### src/rtl/cfg_bus_pkg.sv
// +------------------------------------------------------------------+
// | cfg_bus_pkg: constants and helpers shared by both ends of the    |
// | configuration bus.                                    rev 1.0    |
// +------------------------------------------------------------------+
`default_nettype none

package cfg_bus_pkg;

  localparam int unsigned CFG_ADDR_W = 3;
  localparam int unsigned CFG_DATA_W = 32;

  localparam logic RESP_OK        = 1'b0;
  localparam logic RESP_ERR_RANGE = 1'b1;

  typedef enum logic {
    REQ_RD = 1'b0,
    REQ_WR = 1'b1
  } req_kind_e;

  // Register indices are dense from zero, so anything at or past the count is unmapped.
  function automatic logic addr_in_range(input logic [31:0] addr, input int unsigned nregs);
    return addr < nregs;
  endfunction

endpackage

`default_nettype wire

### src/rtl/cfg_reg_cell.sv
// +------------------------------------------------------------------+
// | cfg_reg_cell: one configuration register with reset value and    |
// | registered update pulse.                              rev 1.0    |
// +------------------------------------------------------------------+
`default_nettype none

module cfg_reg_cell
  import cfg_bus_pkg::*;
#(
  parameter int unsigned WIDTH = CFG_DATA_W,
  parameter logic [WIDTH-1:0] INIT = '0
) (
  input  logic             CLK,
  input  logic             RST,
  input  logic             we,
  input  logic [WIDTH-1:0] wdata,
  output logic [WIDTH-1:0] q,
  output logic             upd
);

  // The pulse follows every write, including ones that leave the value unchanged.
  always_ff @(posedge CLK) begin
    if (RST) begin
      q   <= INIT;
      upd <= 1'b0;
    end else begin
      upd <= we;
      if (we) begin
        q <= wdata;
      end
    end
  end

endmodule

`default_nettype wire

### src/rtl/cfg_reg_target.sv
// +------------------------------------------------------------------+
// | cfg_reg_target: valid/ready register bank target with one-entry  |
// | response stage and flat configuration outputs.        rev 1.0    |
// +------------------------------------------------------------------+
`default_nettype none

module cfg_reg_target
  import cfg_bus_pkg::*;
#(
  parameter int unsigned NREGS  = 8,
  parameter int unsigned ADDR_W = CFG_ADDR_W,
  parameter int unsigned DATA_W = CFG_DATA_W,
  parameter logic [NREGS*DATA_W-1:0] INIT = '0
) (
  input  logic                    CLK,
  input  logic                    RST,
  input  logic                    REQ_VALID,
  output logic                    REQ_READY,
  input  logic                    REQ_WRITE,
  input  logic [ADDR_W-1:0]       REQ_ADDR,
  input  logic [DATA_W-1:0]       REQ_DATA,
  output logic                    RESP_VALID,
  input  logic                    RESP_READY,
  output logic [DATA_W-1:0]       RESP_DATA,
  output logic                    RESP_ERR,
  output logic [NREGS*DATA_W-1:0] CFG_OUT,
  output logic [NREGS-1:0]        CFG_UPD
);

  logic              fire;
  logic              in_range;
  logic [NREGS-1:0]  wr_en;
  logic [DATA_W-1:0] rd_data;
  logic [DATA_W-1:0] reg_q [NREGS];

  logic              resp_valid_q;
  logic [DATA_W-1:0] resp_data_q;
  logic              resp_err_q;

  // Ready depends only on the response stage, never on the request fields.
  assign REQ_READY = !RST && (!resp_valid_q || RESP_READY);
  assign fire      = REQ_VALID && REQ_READY;
  assign in_range  = addr_in_range(32'(REQ_ADDR), NREGS);

  generate
    for (genvar i = 0; i < NREGS; i++) begin : g_reg
      assign wr_en[i] = fire && (REQ_WRITE == REQ_WR) && (REQ_ADDR == ADDR_W'(i));

      cfg_reg_cell #(
        .WIDTH (DATA_W),
        .INIT  (INIT[i*DATA_W +: DATA_W])
      ) u_cell (
        .CLK   (CLK),
        .RST   (RST),
        .we    (wr_en[i]),
        .wdata (REQ_DATA),
        .q     (reg_q[i]),
        .upd   (CFG_UPD[i])
      );

      assign CFG_OUT[i*DATA_W +: DATA_W] = reg_q[i];
    end
  endgenerate

  // Unmapped addresses match no index and fall through to zero.
  always_comb begin
    rd_data = '0;
    for (int i = 0; i < NREGS; i++) begin
      if (REQ_ADDR == ADDR_W'(i)) begin
        rd_data = reg_q[i];
      end
    end
  end

  always_ff @(posedge CLK) begin
    if (RST) begin
      resp_valid_q <= 1'b0;
      resp_data_q  <= '0;
      resp_err_q   <= RESP_OK;
    end else if (fire) begin
      resp_valid_q <= 1'b1;
      resp_err_q   <= in_range ? RESP_OK : RESP_ERR_RANGE;
      resp_data_q  <= (in_range && (REQ_WRITE == REQ_RD)) ? rd_data : '0;
    end else if (RESP_READY) begin
      resp_valid_q <= 1'b0;
    end
  end

  assign RESP_VALID = resp_valid_q;
  assign RESP_DATA  = resp_data_q;
  assign RESP_ERR   = resp_err_q;

endmodule

`default_nettype wire
### config.mk
export PLATFORM = sky130hd
export DESIGN_NAME = cfg_reg_target
export DESIGN_NICKNAME = d
export VERILOG_FILES = /design/src/rtl/cfg_bus_pkg.sv /design/src/rtl/cfg_reg_cell.sv /design/src/rtl/cfg_reg_target.sv
export SDC_FILE = /design/constraint.sdc
export NUM_CORES = 1
export LEC_CHECK = 0
export ABC_CLOCK_PERIOD_IN_PS = 2500
export CAP_MARGIN = 30
export CELL_PAD_IN_SITES_DETAIL_PLACEMENT = 0
export CELL_PAD_IN_SITES_GLOBAL_PLACEMENT = 1
export CORE_UTILIZATION = 25
export CTS_BUF_LIST = sky130_fd_sc_hd__clkbuf_4 sky130_fd_sc_hd__clkbuf_8
export CTS_CLUSTER_DIAMETER = 40
export DETAILED_ROUTE_END_ITERATION = 12
export PLACE_DENSITY_LB_ADDON = 0.25
export SYNTH_ARGS = -nofsm -noshare
export SYNTH_HDL_FRONTEND = slang
export SYNTH_HIERARCHICAL = 1
export SYNTH_SLANG_ARGS = --single-unit
export TNS_END_PERCENT = 30
### constraint.sdc
create_clock -name CLK -period 2.5 [get_ports CLK]
set_input_delay 0.375 -clock CLK [delete_from_list [all_inputs] [get_ports CLK]]
set_output_delay 0.375 -clock CLK [all_outputs]
set_load 0.02 [all_outputs]
# After elaboration in Yosys (flattened, before gate mapping)
# Index checks and enable logic that the tools add are counted.
[classes] n_eq_ne=7 n_mux=11 reduce_logical=16
[ops] operator="two-way mux 32 bit" count=9
[ops] operator="== test 3 bit (second input constant)" count=4
[ops] operator="logical AND 1 bit" count=11
[ops] operator="== test 3 x 2 -> 1 bit (second input constant)" count=2
[ops] operator="== test 3 x 1 -> 1 bit (second input constant)" count=1
[ops] operator="logical NOT 3 bit" count=1
[ops] operator="logical NOT 1 bit" count=2
[ops] operator="two-way mux 1 bit" count=2
[ops] operator="nonzero test 2 bit" count=1
[ops] operator="logical OR 1 bit" count=1
[totals] reg_bits=297 input_bits=40 out_inout_bits=299 wordCells=52

# Logic depth before layout (Yosys ltp)
# Gate-level depths: netlist of the first run.
[logic_depth] depth_word=10 ltp_mapped=10

# Modules after synthesis
# Netlist of the first run, hierarchy kept.
[by_module_without_submodules] mod="cfg_reg_cell" n_inst=8 cells_each=106 area_per_inst_um2=1202.4 seq_area_each_um2=660.6
[by_module_without_submodules] mod="cfg_reg_target" n_inst=1 cells_each=465 area_per_inst_um2=3691.0 seq_area_each_um2=660.6

# Worst setup path before layout of the first run
# OpenSTA, ideal clock, no wires.
[synth_timing] kind="in2reg" startpoint="input RST" endpoint="register g_reg[0].u_cell.q[3]" setup_time_ps=116 arrival_time_ps=1865 required_ps=2384 path_slack_ps=519 stages=9 path_buffers=3 path_cell_list="buf_6 -> nor2b_4 -> nand2_1 -> or3_4 -> nor3_2 -> buf_6 -> buf_12 -> mux2i_1 -> nor2_2"
[synth_via] elab_chain_cells=5
[synth_rtl] element="from (decl)" line_no="cfg_reg_target.sv:16" source="input logic RST,"
[synth_rtl] element="logical NOT 1 bit" line_no="cfg_reg_target.sv:41" source="assign REQ_READY = !RST && (!resp_valid_q || RESP_READY);"
[synth_rtl] element="logical AND 1 bit" line_no="cfg_reg_target.sv:41"
[synth_rtl] element="logical AND 1 bit" line_no="cfg_reg_target.sv:42" source="assign fire = REQ_VALID && REQ_READY;"
[synth_rtl] element="logical AND 1 bit (2 in a row)" line_no="cfg_reg_target.sv:47" source="assign wr_en[i] = fire && (REQ_WRITE == REQ_WR) && (REQ_ADDR == ADDR_W'(i));"
[synth_rtl] element="via wr_en[0]" line_no="cfg_reg_target.sv:32" source="logic [NREGS-1:0] wr_en;"
[synth_rtl] element="to (signal assigned)" line_no="cfg_reg_cell.sv:29" source="q <= wdata;"
[synth_rtl] element="to (decl)" line_no="cfg_reg_cell.sv:17" source="output logic [WIDTH-1:0] q,"
# The timed path passes the listed nets, and every way through them passes these cells.
# A chain may end at the register's enable or synchronous reset.

# Worst setup path after layout of the first run
[layout_timing] startpoint="register resp_valid_q (netlist: RESP_VALID)" endpoint="output REQ_READY"
[layout_via] elab_chain_cells=3
[layout_rtl] element="from (decl)" line_no="cfg_reg_target.sv:36" source="logic resp_valid_q;"
[layout_rtl] element="from (signal assigned)" line_no="cfg_reg_target.sv:77" source="resp_valid_q <= 1'b0;"
[layout_rtl] element="from (signal assigned)" line_no="cfg_reg_target.sv:81" source="resp_valid_q <= 1'b1;"
[layout_rtl] element="from (signal assigned)" line_no="cfg_reg_target.sv:85" source="resp_valid_q <= 1'b0;"
[layout_rtl] element="logical NOT 1 bit" line_no="cfg_reg_target.sv:41"
[layout_rtl] element="logical OR 1 bit" line_no="cfg_reg_target.sv:41"
[layout_rtl] element="logical AND 1 bit" line_no="cfg_reg_target.sv:41"
[layout_rtl] element="to (decl)" line_no="cfg_reg_target.sv:18" source="output logic REQ_READY,"
# Every way passes these cells.

==> impl_metrics.prom, run 1 <==
# TYPE chip_impl_metric gauge
chip_impl_info{name="status",value="finished, final reports clean"} 1
chip_impl_metric{name="layout.core_utilization",unit="%"} 35.8
chip_impl_metric{name="maxSlewViolCount",unit=""} 0
chip_impl_metric{name="finish.net_count",unit=""} 1705
chip_impl_metric{name="worst_hold_slack",unit="ps"} 224
chip_impl_metric{name="vias_per_cell",unit=""} 4.61
chip_impl_metric{name="place.detailed.hpwl",unit="mm"} 34.1
chip_impl_info{name="synth_common_cells",value="sky130_fd_sc_hd__mux2i_1, sky130_fd_sc_hd__dfxtp_1, sky130_fd_sc_hd__nor2_1"} 1
chip_impl_metric{name="min_period_over_period",unit="%"} 88.0
chip_impl_metric{name="max-vdd-ir-drop",unit="mV"} 0.529
chip_impl_metric{name="grt_antenna_before_repair",unit=""} 1
chip_impl_metric{name="routed_wire_length_per_instance",unit="um"} 21.3
chip_impl_metric{name="antenna_cells_inserted",unit=""} 0
chip_impl_info{name="yosys-top-cells-area",value="sky130_fd_sc_hd__dfxtp_1, sky130_fd_sc_hd__mux2i_1, sky130_fd_sc_hd__nor2_1"} 1
chip_impl_metric{name="internal-power",unit="W"} 0.00878
chip_impl_metric{name="worst_skew_pair.late_latency",unit="ps"} 630
chip_impl_metric{name="synth.ff_latch_count",unit=""} 297
chip_impl_metric{name="finalInstanceArea",unit="sq um"} 18800
chip_impl_metric{name="synth.net_count",unit=""} 1353
chip_impl_metric{name="ant_nets",unit=""} 0
chip_impl_metric{name="period_minus_slack",unit="ps"} 2200
chip_impl_metric{name="setup_tns_final",unit="ps"} 0
chip_impl_info{name="cts_tree",value="done"} 1
chip_impl_metric{name="fmaxAchievable",unit="MHz"} 455
chip_impl_metric{name="synthesis.instances",unit=""} 1313
chip_impl_metric{name="grt-ovfl-total",unit=""} 0
chip_impl_metric{name="sw_frac_of_total",unit="%"} 24.8
chip_impl_metric{name="height_of_the_chip",unit="um"} 233
chip_impl_metric{name="die_w",unit="um"} 233
chip_impl_metric{name="io-pin-count",unit=""} 339
chip_impl_metric{name="relative_contribution_of_combinational_cells_to_total_power",unit="%"} 7.3
chip_impl_metric{name="synth_edf_count",unit=""} 0
chip_impl_metric{name="ys.warnings.count",unit=""} 6
chip_impl_metric{name="post_synth_num_cell_types",unit=""} 36
chip_impl_info{name="synth_area_leader",value="sky130_fd_sc_hd__dfxtp_1"} 1
chip_impl_metric{name="synth_area",unit="sq um"} 13300
chip_impl_metric{name="global_router_s_overall_resource_usage",unit="%"} 18.6
chip_impl_metric{name="ctsHtreeMaxLevel",unit=""} 3
chip_impl_metric{name="timing_worst_slew_pin_value",unit="ps"} 796
chip_impl_metric{name="drt_first_pass_iters",unit=""} 6
chip_impl_metric{name="placeableCoreArea",unit="sq um"} 52600
chip_impl_metric{name="via_count",unit=""} 11100
chip_impl_metric{name="proportion_of_netlist_area_held_by_the_largest_area_contributor",unit="%"} 44.7
chip_impl_metric{name="pwr_density_cell",unit="nW/um^2"} 620
chip_impl_metric{name="finalPower",unit="W"} 0.0117
chip_impl_metric{name="clock_pin_slew_on_the_worst_setup_and_hold_paths",unit="ps"} 60
chip_impl_info{name="path_class",value="reg2out"} 1
chip_impl_metric{name="gp_congestion",unit=""} 0.770
chip_impl_metric{name="grt_pass1_vias",unit=""} 11000
chip_impl_info{name="worstSetupStartpointType",value="register"} 1
chip_impl_metric{name="setup_viol_count_final",unit=""} 0
chip_impl_metric{name="timing.slew.headroom",unit="%"} 46.9
chip_impl_metric{name="power.sequential.fraction",unit="%"} 41.2
chip_impl_metric{name="postCtsSetupRepairBufs",unit=""} 0
chip_impl_metric{name="route.final.wire_length",unit="mm"} 51.1
chip_impl_metric{name="net-switching-power",unit="W"} 0.00290
chip_impl_metric{name="post-route-drc-count",unit=""} 0
chip_impl_metric{name="grt_max_degree",unit=""} 149
chip_impl_metric{name="ys_seq_area_share",unit="%"} 44.7
chip_impl_metric{name="cell_row_count",unit=""} 84
chip_impl_info{name="synth_most_common_cell",value="sky130_fd_sc_hd__mux2i_1"} 1
chip_impl_metric{name="post_dp_cell_area",unit="sq um"} 17400
chip_impl_metric{name="worstPathMaxFanout",unit=""} 3
chip_impl_metric{name="clock_tree.buffer_depth",unit=""} 3
chip_impl_metric{name="cts_hold_buf",unit=""} 0
chip_impl_metric{name="grt_first_pass_wirelength",unit="mm"} 74.2
chip_impl_metric{name="placement.io_buffers",unit=""} 337
chip_impl_metric{name="post_route_cells_drive_above_1_share",unit="%"} 14.1
chip_impl_metric{name="fillers",unit=""} 5361
chip_impl_metric{name="cts_buffers",unit=""} 68
chip_impl_metric{name="avgSynthCellArea",unit="sq um"} 10.1
chip_impl_info{name="endpoint_kind",value="output port"} 1
chip_impl_metric{name="worst_ep_required_time",unit="ps"} 2120
chip_impl_metric{name="ys_async_sr_fraction",unit="%"} 0
chip_impl_info{name="rsz0062_at_grt",value="no"} 1
chip_impl_metric{name="timing.critical_path.arrival",unit="ps"} 1830
chip_impl_metric{name="number_of_violations_reported_at_the_end_of_detailed_routing_iteration_0",unit=""} 543
chip_impl_metric{name="initial_core_util",unit="%"} 25.3
chip_impl_metric{name="cts_repair_resize_count",unit=""} 0
chip_impl_info{name="holdCritPathClass",value="in2reg"} 1
chip_impl_info{name="dominantRegCellSynth",value="sky130_fd_sc_hd__dfxtp_1"} 1
chip_impl_metric{name="area_growth",unit="%"} 41.4
chip_impl_metric{name="final-hold-violation-count",unit=""} 0
chip_impl_metric{name="power.leakage",unit="nW"} 6.41
chip_impl_metric{name="clock-sinks",unit=""} 297
chip_impl_metric{name="design.die.area",unit="sq um"} 54200
chip_impl_info{name="cts_root_buffer",value="sky130_fd_sc_hd__clkbuf_8"} 1
chip_impl_metric{name="pwr-share-clk",unit="%"} 51.5
chip_impl_metric{name="clock_skew",unit="ps"} 19.0
chip_impl_metric{name="drv_cap",unit=""} 0
[per-layer routing]
layer	GRT usage [%]	vias to the layer above	part of all wire, %
met4	6.94	0	2.4
met5	0	-	0
met2	28.1	347	44
met3	5.59	76	6.8
li1	-	5275	-
met1	24.7	5353	47
[stage by stage]
step           setup WS [ps]  cells
2_1_floorplan            519   1313
3_3_place_gp           -73.5   2283
3_5_place_dp            -101   2283
4_1_cts                  215   2396
5_1_grt                  217   2396
6_report                 300   2396
[flip-flops by register name, indices dropped and copies added (netlist names)]
signal and count:
g.u_cell/q 256, RESP_DATA 32, g.u_cell/upd 8, RESP_VALID 1
[cells by family after synthesis]
| kind of cell | count (synthesis) | synth area share, % |
|---|---|---|
| mux | 348 | 26.8 |
| flops | 297 | 44.7 |
| buf+inv | 113 | 7.77 |
| compound gates | 164 | 8.29 |
| simple gates | 390 | 12.5 |
| other cells | 1 | 0.0282 |
[power by group through the flow]
stage	Combinational [W]	Clock, W	Sequential (W)
after floorplan	0.000412	0	0.00495
after global placement	0.000853	0	0.00491
after detailed placement	0.000853	0	0.00491
after CTS	0.000855	0.00622	0.00481
after global routing	0.000904	0.00643	0.00481
final	0.000849	0.00601	0.00481
[worst max-delay path, cell delays in order, from the launching register on]
cell and delay, ps:
sky130_fd_sc_hd__dfxtp_1 340, sky130_fd_sc_hd__nor2b_1 150, sky130_fd_sc_hd__nor2_1 90, sky130_fd_sc_hd__clkdlybuf4s50_1 620
[worst paths after layout]
kind	from	end	slack (ps)	depth (start not counted)
worst max-delay path	RESP_VALID	REQ_READY	300	3
worst min-delay path	RST	g_reg[7].u_cell/upd	220	3
worst max register to register	RESP_VALID	g_reg[0].u_cell/q[11]	630	7
worst min register to register	RESP_DATA[12]	RESP_DATA[12]	450	2
[cells in the final DEF (no fill, tap or decap), drive strengths merged, types with 11 or more instances in the layout]
master and count:
clkdlybuf4s50 333, mux2i 319, nor2 306, dfxtp 297, clkbuf 96, buf 60, nand2 35, a21oi 33
o21ai 32, o22ai 28, nand2b 27, mux2 25, o221ai 25, o21a 21, a22oi 21, nor2b 11
[cell type report]
class / instances / area [sq um] / share of cell area [%]
multi-input cells: 903 / 6400 / 34.0
flip-flops and latches: 297 / 5950 / 31.6
repair buffers: 394 / 4150 / 22.0
clock buffers: 95 / 1230 / 6.55
well taps: 688 / 861 / 4.58
clock inverters: 18 / 230 / 1.22
inverters: 1 / 3.75 / 0.0199
(Power assumes the default switching activity.)
==> run 2, diff against run 1 <==
--- a/config.mk
+++ b/config.mk
@@ -13,6 +13,7 @@
 export CTS_BUF_LIST = sky130_fd_sc_hd__clkbuf_4 sky130_fd_sc_hd__clkbuf_8
 export CTS_CLUSTER_DIAMETER = 40
 export DETAILED_ROUTE_END_ITERATION = 12
+export MAX_ROUTING_LAYER = met4
 export PLACE_DENSITY_LB_ADDON = 0.25
 export SYNTH_ARGS = -nofsm -noshare
 export SYNTH_HDL_FRONTEND = slang
==> run 2 against run 1 <==
Routed wire length about the same. Clock power hardly changed. Final cell count unchanged. Core utilization unchanged. Combinational power about the same. Sequential power is essentially flat. Largest cell class unchanged.
==> impl_metrics.prom, run 2 (synthesis gave the netlist of run 1 again) <==
# TYPE chip_impl_metric gauge
chip_impl_metric{name="grt_max_degree",unit=""} 149
chip_impl_metric{name="grt_first_pass_wirelength",unit="mm"} 74.2
chip_impl_metric{name="drv_cap",unit=""} 0
chip_impl_metric{name="finalInstanceArea",unit="sq um"} 18800
chip_impl_metric{name="setup_tns_final",unit="ps"} 0
chip_impl_metric{name="timing.slew.headroom",unit="%"} 47.8
chip_impl_metric{name="gp_congestion",unit=""} 0.781
chip_impl_metric{name="global_router_s_overall_resource_usage",unit="%"} 19.1
chip_impl_metric{name="ctsHtreeMaxLevel",unit=""} 3
chip_impl_metric{name="worstPathMaxFanout",unit=""} 3
chip_impl_metric{name="layout.core_utilization",unit="%"} 35.8
chip_impl_metric{name="height_of_the_chip",unit="um"} 233
chip_impl_info{name="critical_path.reg2reg.startpoint",value="RESP_VALID"} 1
chip_impl_metric{name="timing.critical_path.arrival",unit="ps"} 1830
chip_impl_metric{name="ant_nets",unit=""} 0
chip_impl_metric{name="rr_worst_depth",unit=""} 7
chip_impl_metric{name="timing_worst_slew_pin_value",unit="ps"} 782
chip_impl_metric{name="max_stage_delay",unit="ps"} 620
chip_impl_info{name="worstSetupStartpointType",value="register"} 1
chip_impl_metric{name="cts_repair_resize_count",unit=""} 0
chip_impl_info{name="slowest_stage",value="sky130_fd_sc_hd__clkdlybuf4s50_1"} 1
chip_impl_info{name="cts_root_buffer",value="sky130_fd_sc_hd__clkbuf_8"} 1
chip_impl_metric{name="pwr_density_cell",unit="nW/um^2"} 620
chip_impl_info{name="rsz0062_at_grt",value="no"} 1
chip_impl_metric{name="grt_antenna_before_repair",unit=""} 1
chip_impl_metric{name="route.final.wire_length",unit="mm"} 51.1
chip_impl_metric{name="maxSlewViolCount",unit=""} 0
chip_impl_metric{name="max-vdd-ir-drop",unit="mV"} 0.529
chip_impl_info{name="endpoint_kind",value="output port"} 1
chip_impl_metric{name="vias_per_cell",unit=""} 4.63
chip_impl_metric{name="setup_viol_count_final",unit=""} 0
chip_impl_info{name="timing.critical_path.from",value="RESP_VALID"} 1
chip_impl_metric{name="antenna_cells_inserted",unit=""} 0
chip_impl_metric{name="drt_first_pass_iters",unit=""} 5
chip_impl_metric{name="worst_ep_required_time",unit="ps"} 2120
chip_impl_info{name="cts_tree",value="done"} 1
chip_impl_metric{name="fin_cells",unit=""} 2396
chip_impl_info{name="cp_top_family",value="buffers and inverters"} 1
chip_impl_metric{name="cell_row_count",unit=""} 84
chip_impl_metric{name="final-hold-violation-count",unit=""} 0
chip_impl_metric{name="placeableCoreArea",unit="sq um"} 52600
chip_impl_metric{name="cts_hold_buf",unit=""} 0
chip_impl_metric{name="postCtsSetupRepairBufs",unit=""} 0
chip_impl_metric{name="design.die.area",unit="sq um"} 54200
chip_impl_metric{name="cts_buffers",unit=""} 68
chip_impl_metric{name="worst_skew_pair.late_latency",unit="ps"} 640
chip_impl_metric{name="power.leakage",unit="nW"} 6.41
chip_impl_metric{name="post-route-drc-count",unit=""} 0
chip_impl_metric{name="placement.io_buffers",unit=""} 337
chip_impl_metric{name="number_of_violations_reported_at_the_end_of_detailed_routing_iteration_0",unit=""} 545
chip_impl_info{name="path_class",value="reg2out"} 1
chip_impl_metric{name="via_count",unit=""} 11100
chip_impl_metric{name="post_dp_cell_area",unit="sq um"} 17400
chip_impl_metric{name="io-pin-count",unit=""} 339
chip_impl_metric{name="routed_wire_length_per_instance",unit="um"} 21.3
chip_impl_metric{name="crit_cells",unit=""} 3
chip_impl_info{name="holdCritPathClass",value="in2reg"} 1
chip_impl_metric{name="crit_buf_inv",unit=""} 1
chip_impl_metric{name="initial_core_util",unit="%"} 25.3
chip_impl_metric{name="grt-ovfl-total",unit=""} 0
chip_impl_info{name="r2r-end",value="g_reg[0].u_cell/q[11]"} 1
chip_impl_metric{name="largest_register_ffs",unit=""} 256
chip_impl_metric{name="clock_pin_slew_on_the_worst_setup_and_hold_paths",unit="ps"} 60
chip_impl_metric{name="period_minus_slack",unit="ps"} 2200
chip_impl_metric{name="clock-sinks",unit=""} 297
chip_impl_metric{name="timing.reg2reg.setup_slack",unit="ps"} 620
chip_impl_metric{name="clock_tree.buffer_depth",unit=""} 3
chip_impl_metric{name="clock_skew",unit="ps"} 21.4
chip_impl_metric{name="worst_hold_slack",unit="ps"} 222
chip_impl_info{name="layout.cells.most_common_list",value="sky130_fd_sc_hd__clkdlybuf4s50_1, sky130_fd_sc_hd__mux2i_1, sky130_fd_sc_hd__dfxtp_1"} 1
chip_impl_metric{name="fillers",unit=""} 5361
chip_impl_metric{name="finish.net_count",unit=""} 1705
chip_impl_info{name="timing.critical_path.to",value="REQ_READY"} 1
chip_impl_metric{name="area_growth",unit="%"} 41.4
chip_impl_info{name="crit_path_cell_trace",value="nor2b_1 -> nor2_1 -> clkdlybuf4s50_1"} 1
chip_impl_info{name="biggest_register",value="g.u_cell/q"} 1
chip_impl_metric{name="die_w",unit="um"} 233
chip_impl_metric{name="post_route_cells_drive_above_1_share",unit="%"} 14.1
chip_impl_info{name="status",value="finished, final reports clean"} 1
chip_impl_metric{name="min_period_over_period",unit="%"} 88.1
chip_impl_metric{name="placed_cells",unit=""} 2283
chip_impl_metric{name="grt_pass1_vias",unit=""} 11100
chip_impl_metric{name="place.detailed.hpwl",unit="mm"} 34.1
chip_impl_info{name="most_common_cell_after_layout_fill_and_taps_aside",value="sky130_fd_sc_hd__clkdlybuf4s50_1"} 1
chip_impl_metric{name="fmaxAchievable",unit="MHz"} 454
-- run 2: cell counts in the layout (fill, tap and decap cells not counted) --
Identical to the previous run, type by type.
-- run 2: how the worst min path moves through the flow --
stage                              from              endpoint  slack, ps  cells after the start
final                               RST   g_reg[7].u_cell/upd        220                      3
after detailed placement  RESP_DATA[12]         RESP_DATA[12]        450                      2
after global routing                RST  g_reg[5].u_cell/q[0]        190                      3
after floorplan               REQ_VALID            RESP_VALID        500                      2
after global placement    RESP_DATA[20]         RESP_DATA[20]        430                      2
after CTS                           RST   g_reg[7].u_cell/upd        150                      3
-- run 2: cell type report --
cell class | instances | area [sq um] | share of cell area (%)
clock buffer | 95 | 1230 | 6.55
clock inverter | 18 | 230 | 1.22
inverter | 1 | 3.75 | 0.0199
multi-input combinational | 903 | 6400 | 34.0
sequential | 297 | 5950 | 31.6
tap | 688 | 861 | 4.58
timing repair buffer | 394 | 4150 | 22.0
-- run 2: worst reg2reg max path: stages (launching register included) --
cell	delay [ps]
sky130_fd_sc_hd__dfxtp_1	340
sky130_fd_sc_hd__nand2b_4	100
sky130_fd_sc_hd__nand2_1	70
sky130_fd_sc_hd__or3_4	400
sky130_fd_sc_hd__nor3_4	240
sky130_fd_sc_hd__buf_12	240
sky130_fd_sc_hd__mux2i_1	290
sky130_fd_sc_hd__nor2_1	70
-- run 2: power by group --
group	switching, W	leakage, nW	internal [W]	total, W
Clock	0.00233	0.751	0.00368	0.00601
Sequential	0.0000329	2.39	0.00478	0.00481
Combinational	0.000528	3.26	0.000320	0.000848
Total	0.00289	6.41	0.00877	0.0117
-- run 2: per-layer routing --
layer / track usage, % / vias to the layer above / share of wire, %
met4: 7.03 / 0 / 2.5
li1: - / 5276 / -
met2: 28.0 / 373 / 44
met3: 5.58 / 89 / 7.3
met1: 24.7 / 5354 / 46
met5: - / - / 0
-- run 2: through the flow --
step                worst slack (ps)  power (W)
floorplan                        519    0.00536
global placement               -73.5    0.00576
detailed placement              -101    0.00576
CTS                              215     0.0119
global route                     214     0.0121
finish                           298     0.0117
==> run 3, diff against run 2 <==
--- a/config.mk
+++ b/config.mk
@@ -15,6 +15,7 @@
 export DETAILED_ROUTE_END_ITERATION = 12
 export MAX_ROUTING_LAYER = met4
 export PLACE_DENSITY_LB_ADDON = 0.25
+export SKIP_LAST_GASP = 1
 export SYNTH_ARGS = -nofsm -noshare
 export SYNTH_HDL_FRONTEND = slang
 export SYNTH_HIERARCHICAL = 1
==> results of run 3 <==
No change in the layout: final DEF, timing and power equal those of run 2.
